File: config.mk
export PLATFORM = sky130hd
export DESIGN_NAME = vga_cell_painter
export DESIGN_NICKNAME = d
export VERILOG_FILES = /design/src/rtl/vga_cell_painter.sv
export SDC_FILE = /design/constraint.sdc
export NUM_CORES = 1
export LEC_CHECK = 0
export CAP_MARGIN = 20
export CORE_MARGIN = 2
export CORE_UTILIZATION = 41
export CTS_CLUSTER_SIZE = 8
export DETAILED_ROUTE_END_ITERATION = 16
export PLACE_DENSITY = 0.67
export REMOVE_ABC_BUFFERS = 1
export SLEW_MARGIN = 20
export SYNTH_ARGS = -nofsm -noshare
export SYNTH_HDL_FRONTEND = slang
export SYNTH_SLANG_ARGS = --single-unit
File: constraint.sdc
create_clock -name clock_i -period 4.8 [get_ports clock_i]
set_input_delay 0.72 -clock clock_i [delete_from_list [all_inputs] [get_ports clock_i]]
set_output_delay 0.72 -clock clock_i [all_outputs]
set_load 0.02 [all_outputs]
File: src/rtl/vga_cell_painter.sv
// Pixel-write sequencer for vga_adapter: arbitrates two cell-paint requesters and a playfield
// clear, then rasterises the granted rectangle one pixel per clock.
module vga_cell_painter #(
    parameter int unsigned CELL      = 5,
    parameter int unsigned GRID_W    = 10,
    parameter int unsigned GRID_H    = 20,
    parameter int unsigned ORIGIN_X  = 55,
    parameter int unsigned ORIGIN_Y  = 10,
    parameter logic [8:0]  CLR_COLOR = 9'd0
) (
    input  logic       clock_i,
    input  logic       reset_i,
    input  logic       a_valid_i,
    output logic       a_ready_o,
    input  logic [3:0] a_col_i,
    input  logic [4:0] a_row_i,
    input  logic [8:0] a_color_i,
    input  logic       b_valid_i,
    output logic       b_ready_o,
    input  logic [3:0] b_col_i,
    input  logic [4:0] b_row_i,
    input  logic [8:0] b_color_i,
    input  logic       clr_valid_i,
    output logic       clr_ready_o,
    output logic [7:0] x_o,
    output logic [6:0] y_o,
    output logic [8:0] color_o,
    output logic       write_o,
    output logic       busy_o,
    output logic       err_o
);

    localparam int unsigned CellLast = CELL - 1;
    localparam int unsigned ClrWLast = GRID_W * CELL - 1;
    localparam int unsigned ClrHLast = GRID_H * CELL - 1;

    typedef enum logic [1:0] {StIdle, StCell, StClear} state_e;

    state_e     state_q, state_d;
    logic       prio_b_q, prio_b_d;
    logic [7:0] px_q, px_d;
    logic [6:0] py_q, py_d;
    logic [7:0] wlast_q, wlast_d;
    logic [6:0] hlast_q, hlast_d;
    logic [7:0] bx_q, bx_d;
    logic [7:0] x_q, x_d;
    logic [6:0] y_q, y_d;
    logic [8:0] color_q, color_d;
    logic       write_q, write_d;
    logic       err_q, err_d;

    logic       idle;
    logic       a_grant, b_grant, clr_grant;
    logic [3:0] sel_col;
    logic [4:0] sel_row;
    logic [8:0] sel_color;
    logic       sel_in_range;
    logic [7:0] cell_x;
    logic [6:0] cell_y;

    // Clear wins; A/B alternate when both wait, prio_b_q marks B as the one not served last.
    always_comb begin
        idle      = (state_q == StIdle);
        clr_grant = idle && clr_valid_i;
        a_grant   = idle && !clr_valid_i && a_valid_i && (!b_valid_i || !prio_b_q);
        b_grant   = idle && !clr_valid_i && b_valid_i && (!a_valid_i || prio_b_q);
    end

    assign a_ready_o   = a_grant;
    assign b_ready_o   = b_grant;
    assign clr_ready_o = clr_grant;

    always_comb begin
        sel_col      = a_grant ? a_col_i : b_col_i;
        sel_row      = a_grant ? a_row_i : b_row_i;
        sel_color    = a_grant ? a_color_i : b_color_i;
        sel_in_range = (32'(sel_col) < GRID_W) && (32'(sel_row) < GRID_H);
        cell_x       = 8'(ORIGIN_X + 32'(sel_col) * CELL);
        cell_y       = 7'(ORIGIN_Y + 32'(sel_row) * CELL);
    end

    always_comb begin
        state_d  = state_q;
        prio_b_d = prio_b_q;
        px_d     = px_q;
        py_d     = py_q;
        wlast_d  = wlast_q;
        hlast_d  = hlast_q;
        bx_d     = bx_q;
        x_d      = x_q;
        y_d      = y_q;
        color_d  = color_q;
        write_d  = write_q;
        err_d    = 1'b0;

        unique case (state_q)
            StIdle: begin
                write_d = 1'b0;
                if (clr_grant) begin
                    state_d = StClear;
                    px_d    = 8'd0;
                    py_d    = 7'd0;
                    wlast_d = 8'(ClrWLast);
                    hlast_d = 7'(ClrHLast);
                    bx_d    = 8'(ORIGIN_X);
                    x_d     = 8'(ORIGIN_X);
                    y_d     = 7'(ORIGIN_Y);
                    color_d = CLR_COLOR;
                    write_d = 1'b1;
                end else if (a_grant || b_grant) begin
                    prio_b_d = a_grant;
                    if (sel_in_range) begin
                        state_d = StCell;
                        px_d    = 8'd0;
                        py_d    = 7'd0;
                        wlast_d = 8'(CellLast);
                        hlast_d = 7'(CellLast);
                        bx_d    = cell_x;
                        x_d     = cell_x;
                        y_d     = cell_y;
                        color_d = sel_color;
                        write_d = 1'b1;
                    end else begin
                        err_d = 1'b1;
                    end
                end
            end
            StCell, StClear: begin
                // Outputs already show pixel (px_q, py_q); step to the next or finish.
                if (px_q == wlast_q) begin
                    if (py_q == hlast_q) begin
                        state_d = StIdle;
                        write_d = 1'b0;
                    end else begin
                        px_d = 8'd0;
                        py_d = py_q + 7'd1;
                        x_d  = bx_q;
                        y_d  = y_q + 7'd1;
                    end
                end else begin
                    px_d = px_q + 8'd1;
                    x_d  = x_q + 8'd1;
                end
            end
            default: begin
                state_d = StIdle;
                write_d = 1'b0;
            end
        endcase
    end

    always_ff @(posedge clock_i or posedge reset_i) begin
        if (reset_i) begin
            state_q  <= StIdle;
            prio_b_q <= 1'b0;
            px_q     <= 8'd0;
            py_q     <= 7'd0;
            wlast_q  <= 8'd0;
            hlast_q  <= 7'd0;
            bx_q     <= 8'd0;
            x_q      <= 8'd0;
            y_q      <= 7'd0;
            color_q  <= 9'd0;
            write_q  <= 1'b0;
            err_q    <= 1'b0;
        end else begin
            state_q  <= state_d;
            prio_b_q <= prio_b_d;
            px_q     <= px_d;
            py_q     <= py_d;
            wlast_q  <= wlast_d;
            hlast_q  <= hlast_d;
            bx_q     <= bx_d;
            x_q      <= x_d;
            y_q      <= y_d;
            color_q  <= color_d;
            write_q  <= write_d;
            err_q    <= err_d;
        end
    end

    assign x_o     = x_q;
    assign y_o     = y_q;
    assign color_o = color_q;
    assign write_o = write_q;
    assign busy_o  = (state_q != StIdle);
    assign err_o   = err_q;

endmodule

==> flow_metrics.py, run 1 <==
metrics = {
    "die": {
        "core_sq_um": 8680,
        "fp.dieH_microns": 98.3,
        "die-area_sq_um": 9660,
        "ios": 71,
        "die_w_microns": 98.3,
        "initial_core_util_pct": 42.0,
        "rows": 34,
    },
    "timing": {
        "timing.final.hold_violations": 0,
        "rsz0062_at_grt": "false",
        "setup_viol": 0,
        "fin_crit_sh_pct": 82.8,
        "worst_slew_pin_slew_ns": 0.944,
        "hold_ws_ns": 0.503,
        "drv_slew": 0,
        "max_freq_ghz": 0.252,
        "slew_headroom_pct": 37.1,
        "tns_ns": 0,
        "finalWorstSetupSlack_ns": 0.828,
        "fin_crit_ns": 3.97,
        "fin_skew_ns": 0.00332,
    },
    "pwr": {
        "p_leak_nw": 2.03,
        "power_mw": 2.18,
        "p_per_area_nw_per_um2": 480,
        "ir_drop_v": 0.000160,
    },
    "cts": {
        "clk_pin_slew_ns": 0.09,
        "numCtsBuffers": 5,
        "cts.sink_count": 54,
        "insertion_delay_ns": 0.31,
        "cts-root-buf": "clkbuf_8",
        "cts.htree.levels": 2,
        "cts_setup_buffers": 0,
        "hold_buffers": 0,
        "cts_tree": "done",
        "postCtsResizedCells": 0,
        "clockBufferDepth": 2,
    },
    "placement": {
        "gp_congestion": 0.881,
        "dp_hpwl_mm": 6.80,
        "dpl-instance-area_sq_um": 4450,
        "place_ws_ns": 0.493,
        "numPortBuffers": 70,
    },
    "logic_synthesis": {
        "synthCells": 416,
        "syn_area_per_cell_sq_um": 8.76,
        "yosysMostFrequentCell": "nand2_1",
        "seq_area_frac_synth_pct": 37.1,
        "synth.area.top_cells": "dfrtp_1 (37%), ha_1 (6.5%), nand2_1 (5.8%)",
        "synth.distinct_cells": 58,
        "synth_ff_type": "dfrtp_1",
        "synthesis.area_sq_um": 3640,
        "synthTopCellsByCount": "nand2_1 (56), dfrtp_1 (54), nor2_1 (42)",
        "synth_edf_count": 0,
        "synth_top_area_cell": "dfrtp_1",
        "synth-seq-cells": 54,
        "async_flop_share_pct": 100,
        "netlist.area_leader.share_pct": 37.1,
        "yosysWarnings": 0,
    },
    "final_layout": {
        "layout.nets": 544,
        "area_delta_synth_final_pct": 24.6,
        "drive_above_1_share_pct": 6.63,
        "antenna_cells": 0,
        "final_area_sq_um": 4540,
    },
    "hold_path": {
        "hold-path-cell-count": 2,
        "worstHoldPathType": "reg -> reg",
        "min_to": "bx_q[3]",
        "hp-start": "bx_q[3]",
    },
    "global_route": {
        "antenna_found_initial": 0,
        "grt_pass1_vias": 3340,
        "gr-total-overflow": 0,
        "grt_max_degree": 33,
        "grt_usage_pct": 19.3,
        "grt_pass1_wl_mm": 15.4,
    },
    "critical_path": {
        "worstPathArrival_ns": 4.18,
        "r2r_cells": 15,
        "ff2ff_setup_slack_ns": 1.12,
        "crit_type": "in -> reg",
        "required_ns": 5.01,
        "endpoint_kind": "flop",
        "reg2reg_to": "bx_q[7]",
        "cp-start-kind": "primary input",
        "critPathMaxFanout": 16,
        "reg2reg_from": "state_q[0]",
    },
    "detailed_routing": {
        "via_count": 3320,
        "drc": 0,
        "viasPerCell": 5.62,
        "dr.pass1.iters": 4,
        "routed_wl_mm": 9.15,
        "wire_per_inst_microns": 15.5,
        "drtIter0Drc": 131,
        "ant_nets": 0,
    },
    "outcome": {
        "status": "finished clean",
    },
    "run": {
        "maxCapViolCount": 0,
    },
}
==> sequential cells by signal, summed over array words and instances, names as in the netlist <==
signal and flops:
err_o 1, state_q 2, y_o 7, x_o 8
py_q 7, px_q 8, write_o 1, wlast_q 2
color_o 9, prio_b_q 1, bx_q 8
==> critical path: stages <==
cell and delay [ns]:
clkdlybuf4s50_1 0.54, and3b_1 0.23, nand2_1 0.22, buf_4 0.29
mux2i_1 0.42, inv_1 0.17, ha_1 0.26, fa_1 0.42
a21o_1 0.20, nand2_1 0.07, a21boi_0 0.10, o21ai_0 0.24
a211oi_1 0.11, a21o_1 0.19
==> placed cells by master (no fill, tap or decap), types with 4 or more instances in the layout <==
master           netlist  routed
a21o_1                 4       4
a21oi_1               16      16
a221o_1                4       4
a311oi_1               9       9
a31oi_1                5       5
and2_1                 6       6
and3_1                 5       5
buf_4                  1       9
clkbuf_8               0       6
clkdlybuf4s50_1        0      70
dfrtp_1               54      54
ha_1                  19      19
inv_1                 17      16
mux2_2                 5       5
mux2i_1               11      11
nand2_1               56      56
nand3_1               22      22
nand4_1                4       4
nor2_1                42      42
nor3_1                 6       6
o211ai_1               8       8
o21ai_0               28      28
o22ai_1                4       4
o31ai_1                4       4
xnor2_1                9       9
xor2_1                13      13
==> cell families after synthesis <==
kind of cell | Yosys count | share of synthesized area, %
and+or+nand+nor | 156 | 19.5
AOI/OAI and AO/OA | 108 | 21.1
DFF | 54 | 37.1
buffers and inverters | 38 | 4.53
xor gates and xnor gates | 22 | 5.29
adders and majority gates | 21 | 7.62
muxes | 17 | 4.88
==> routing by layer <==
layer  share of wire (%)  global-route usage [%]
met1                  47                    26.4
met2                  47                    31.5
met3                 5.0                    3.15
met4                 1.4                    6.43
met5                   0                       0
==> worst max path at each step <==
stage,start,to,slack (ns),cells after the start
floorplan,clr_valid_i,y_o[6],1.05,12
global placement,clr_valid_i,y_o[6],0.71,13
detailed placement,clr_valid_i,bx_q[7],0.49,14
CTS,clr_valid_i,bx_q[7],0.83,14
global route,clr_valid_i,bx_q[7],0.61,14
finish,clr_valid_i,bx_q[7],0.83,14
==> stage by stage <==
stage                     std cells  util [%]
final                           591      52.3
after global routing            591      52.3
after CTS                       591      52.3
after detailed placement        583      51.3
after global placement          583      51.3
after floorplan                 396         -
==> area by class of cell <==
class                           count  area, sq um
Fill cell                         844         4140
Multi-Input combinational cell    324         2130
Sequential cell                    54         1350
Timing Repair Buffer               79          768
Tap cell                          108          135
Clock buffer                        7         86.3
Inverter                           18         67.6
Clock inverter                      1         5.00
==> power by group <==
part | total (mW) | internal (mW) | switching (mW)
combinational | 1.10 | 0.529 | 0.576
clock | 0.269 | 0.117 | 0.152
sequential | 0.807 | 0.624 | 0.183
(Power assumes the default switching activity.)
==> run 2: changes to the inputs <==
- clock period: 4.8 -> 3.9 ns (I/O delays scaled with it)
==> flow_metrics.py, run 2 (synthesis gave the netlist of run 1 again) <==
metrics = {
    "outcome": {
        "status": "finished clean",
    },
    "detailed_routing": {
        "viasPerCell": 5.54,
        "drc": 0,
        "wl_met1_mm": 4.50,
        "wire_per_inst_microns": 15.3,
        "via_count": 3307,
        "drtIter0Drc": 145,
        "dr_wl_met3_microns": 295,
        "dr.pass1.iters": 4,
        "routed_wl_mm": 9.14,
        "ant_nets": 0,
        "top_layer": "met4",
        "route.met2.wl_mm": 4.27,
    },
    "global_route": {
        "antenna_found_initial": 0,
        "grt_usage_pct": 19.5,
        "grt_pass1_vias": 3340,
        "grt_pass1_wl_mm": 15.7,
        "grt_max_degree": 39,
        "gr-total-overflow": 0,
    },
    "timing": {
        "slew_headroom_pct": 35.8,
        "hold_ws_ns": 0.504,
        "finalWorstSetupSlack_ns": 0.345,
        "drv_slew": 0,
        "setup_viol": 0,
        "rsz0062_at_grt": "false",
        "max_freq_ghz": 0.281,
        "fin_crit_ns": 3.56,
        "fin_crit_sh_pct": 91.2,
        "timing.final.hold_violations": 0,
        "fin_skew_ns": 0.0119,
        "worst_slew_pin_slew_ns": 0.952,
    },
    "critical_path": {
        "crit_type": "in -> reg",
        "required_ns": 4.10,
        "cp-start-kind": "primary input",
        "critPathMaxFanout": 7,
        "endpoint_kind": "flop",
        "worstPathArrival_ns": 3.76,
    },
    "cts": {
        "cts.htree.levels": 2,
        "clk_pin_slew_ns": 0.10,
        "insertion_delay_ns": 0.32,
        "cts_setup_buffers": 0,
        "numCtsBuffers": 5,
        "postCtsResizedCells": 0,
        "hold_buffers": 0,
        "cts-root-buf": "clkbuf_8",
        "cts.sink_count": 54,
        "clockBufferDepth": 2,
        "cts_tree": "done",
    },
    "final_layout": {
        "antenna_cells": 0,
        "largest_reg_flops": 9,
        "final_area_sq_um": 4610,
        "layout_commonest_cell": "clkdlybuf4s50_1",
        "nFillCells": 845,
        "post-route-util_pct": 53.2,
        "layout.nets": 551,
        "final_cell_mix": "clkdlybuf4s50_1 (70), nand2_1 (56), dfrtp_1 (54)",
        "drive_above_1_share_pct": 7.98,
        "area_delta_synth_final_pct": 26.6,
    },
    "die": {
        "die_w_microns": 98.3,
        "core_sq_um": 8680,
        "die-area_sq_um": 9660,
        "rows": 34,
        "fp.dieH_microns": 98.3,
        "ios": 71,
        "initial_core_util_pct": 42.0,
    },
    "placement": {
        "dp_hpwl_mm": 6.83,
        "dpl-instance-area_sq_um": 4500,
        "gp_congestion": 0.923,
        "numPortBuffers": 70,
        "place_ws_ns": -0.0385,
    },
    "pwr": {
        "p_per_area_nw_per_um2": 598,
        "p_leak_nw": 2.07,
        "power_mw": 2.76,
        "ir_drop_v": 0.000180,
    },
    "run": {
        "maxCapViolCount": 0,
    },
    "hold_path": {
        "worstHoldPathType": "reg -> reg",
    },
}
[run 2: cell count changes in the layout (fill, tap and decap cells not counted)]
cell,change
bufinv_16,+1
buf_4,+7
clkinv_2,-1
clkbuf_1,-1
[run 2: power by group]
group          internal, mW  leakage, nW  total, mW  switching, mW
clock network         0.206       0.0573      0.397          0.191
registers             0.769        0.693      0.993          0.225
logic                 0.657         1.32       1.37          0.710
total                  1.63         2.07       2.76           1.13
[run 2: final timing paths]
check                            start       to  slack (ns)  cells after the start
setup reg to reg            state_q[0]   y_o[6]        0.41                     15
min in group asynchronous      reset_i  px_q[0]        0.75                      2
max in group asynchronous      reset_i  bx_q[6]        2.39                      3
hold reg to reg                bx_q[7]  bx_q[7]        0.50                      1
setup / recovery           clr_valid_i   y_o[6]        0.34                     14
hold / removal                 bx_q[7]  bx_q[7]        0.50                      1
[run 2: through the flow]
stage | cells | TNS (ns)
CTS | 597 | 0
floorplan | 396 | 0
global route | 597 | 0
detailed placement | 590 | -0.0385
finish | 597 | 0
global placement | 590 | 0
[run 2: final cells by class]
class	instances	area (sq um)	share of cell area, %
Inverter	18	67.6	1.46
Timing Repair Buffer	86	821	17.8
Clock inverter	1	30.0	0.651
Sequential cell	54	1350	29.3
Tap cell	108	135	2.93
Multi-Input combinational cell	324	2130	46.1
Clock buffer	6	82.6	1.79
[run 2: layer usage]
metal / vias to the layer above / track usage, %
met3: 6 / 2.65
met5: - / 0
met2: 68 / 32.3
met1: 1593 / 27.2
li1: 1640 / -
met4: 0 / 4.95
[run 2: worst max-delay path, stage by stage]
cell and delay (ns):
clkdlybuf4s50_1 0.48, and3b_1 0.20, nand2_1 0.17, buf_4 0.21
mux2i_1 0.38, inv_1 0.13, ha_1 0.30, ha_1 0.31
a21o_1 0.18, a21oi_1 0.17, xnor2_1 0.15, xnor2_1 0.14
nor3_1 0.06, a221o_1 0.28
==> run 3: changes to the inputs <==
- CORE_MARGIN: 2 -> unset
==> flow_metrics.py, run 3 (synthesis gave the netlist of run 1 again) <==
metrics = {
    "timing": {
        "rsz0062_at_grt": "false",
        "max_freq_ghz": 0.279,
        "fin_skew_ns": 0.00546,
        "slew_headroom_pct": 40.3,
        "worst_slew_pin_slew_ns": 0.896,
        "drv_slew": 0,
        "timing.final.hold_violations": 0,
        "fin_crit_sh_pct": 91.9,
        "finalWorstSetupSlack_ns": 0.316,
        "tns_ns": 0,
        "fin_crit_ns": 3.58,
        "setup_viol": 0,
    },
    "detailed_routing": {
        "drtIter0Drc": 142,
        "wl_met1_mm": 4.31,
        "viasPerCell": 5.55,
        "wire_per_inst_microns": 15.2,
        "drc": 0,
        "routed_wl_mm": 9.12,
        "dr.pass1.iters": 5,
        "via_count": 3318,
        "route.met2.wl_mm": 4.27,
        "top_layer": "met4",
        "dr_wl_met3_microns": 457,
        "ant_nets": 0,
    },
    "die": {
        "rows": 34,
        "initial_core_util_pct": 42.0,
        "ios": 71,
        "die-area_sq_um": 9270,
        "fp.dieH_microns": 96.3,
        "core_sq_um": 8680,
        "die_w_microns": 96.3,
    },
    "hold_path": {
        "worstHoldPathType": "reg -> reg",
    },
    "cts": {
        "hold_buffers": 0,
        "cts_setup_buffers": 0,
        "cts-root-buf": "clkbuf_8",
        "numCtsBuffers": 5,
        "cts_tree": "done",
        "clockBufferDepth": 2,
        "postCtsResizedCells": 0,
        "insertion_delay_ns": 0.31,
        "cts.htree.levels": 2,
        "clk_pin_slew_ns": 0.10,
        "cts.sink_count": 54,
    },
    "placement": {
        "gp_congestion": 0.849,
        "dp_hpwl_mm": 6.83,
        "place_ws_ns": 0.00712,
        "numPortBuffers": 70,
    },
    "pwr": {
        "p_leak_nw": 2.07,
        "ir_drop_v": 0.000252,
        "p_per_area_nw_per_um2": 590,
    },
    "final_layout": {
        "antenna_cells": 0,
        "layout_commonest_cell": "clkdlybuf4s50_1",
        "final_cell_mix": "clkdlybuf4s50_1 (70), nand2_1 (56), dfrtp_1 (54)",
        "area_delta_synth_final_pct": 26.5,
        "drive_above_1_share_pct": 8.16,
        "largest_reg_flops": 9,
        "layout.nets": 551,
    },
    "run": {
        "maxCapViolCount": 0,
    },
    "global_route": {
        "grt_usage_pct": 21.3,
        "antenna_found_initial": 0,
        "gr-total-overflow": 0,
        "grt_pass1_wl_mm": 15.4,
        "grt_max_degree": 37,
        "grt_pass1_vias": 3309,
    },
    "critical_path": {
        "worstPathArrival_ns": 3.79,
        "endpoint_kind": "flop",
        "required_ns": 4.10,
        "cp-start-kind": "primary input",
        "critPathMaxFanout": 5,
        "crit_type": "in -> reg",
    },
    "outcome": {
        "status": "finished clean",
    },
}
## run 3: changes by cell type in the layout (fill, tap and decap cells not counted)
| cell | change |
|---|---|
| clkbuf_8 | -1 |
| clkinv_2 | +2 |
## run 3: metal layers
metal | track usage, % | up-vias
li1 | - | 1645
met1 | 28.9 | 1583
met2 | 35.4 | 82
met3 | 3.63 | 8
met4 | 4.48 | 0
met5 | 0 | -
## run 3: area by class of cell
cell class | instances | area, sq um
clock buffers | 5 | 68.8
clock inverters | 3 | 40.0
well taps | 108 | 135
fillers | 837 | 4070
flip-flops and latches | 54 | 1350
repair buffers | 86 | 821
inverters | 18 | 67.6
multi-input cells | 324 | 2130
## run 3: power breakdown
| group | internal (mW) | switching [mW] | total [mW] |
|---|---|---|---|
| logic | 0.646 | 0.704 | 1.35 |
| registers | 0.769 | 0.221 | 0.989 |
| clock network | 0.189 | 0.192 | 0.382 |
## run 3: metrics by stage
stage / util, % / instance area [sq um] / hold WS, ns / total power [mW] / std cells
3_3_place_gp: 51.9 / 4500 / 0.467 / 2.32 / 590
6_report: 53.1 / 4610 / 0.495 / 2.72 / 598
3_5_place_dp: 51.9 / 4500 / 0.470 / 2.35 / 590
5_1_grt: 53.1 / 4610 / 0.534 / 2.95 / 598
2_1_floorplan: - / 3550 / 0.450 / 1.85 / 396
4_1_cts: 53.1 / 4610 / 0.494 / 2.74 / 598
## run 3: worst paths after layout
kind | cells past startpoint | startpoint | slack (ns) | end
worst max register to register | 15 | state_q[0] | 0.38 | y_o[6]
max in group asynchronous | 3 | reset_i | 2.38 | y_o[2]
min in group asynchronous | 2 | reset_i | 0.75 | bx_q[2]
worst max-delay path | 14 | clr_valid_i | 0.32 | y_o[6]
worst min-delay path | 1 | bx_q[7] | 0.49 | bx_q[7]
worst min register to register | 1 | bx_q[7] | 0.49 | bx_q[7]
## run 3: critical path, cell delays in order
cell             delay (ns)
clkdlybuf4s50_1        0.49
and3b_1                0.20
nand2_1                0.18
buf_4                  0.16
mux2i_1                0.42
inv_1                  0.14
ha_1                   0.30
ha_1                   0.32
a21o_1                 0.19
a21oi_1                0.18
xnor2_1                0.15
xnor2_1                0.13
nor3_1                 0.06
a221o_1                0.28
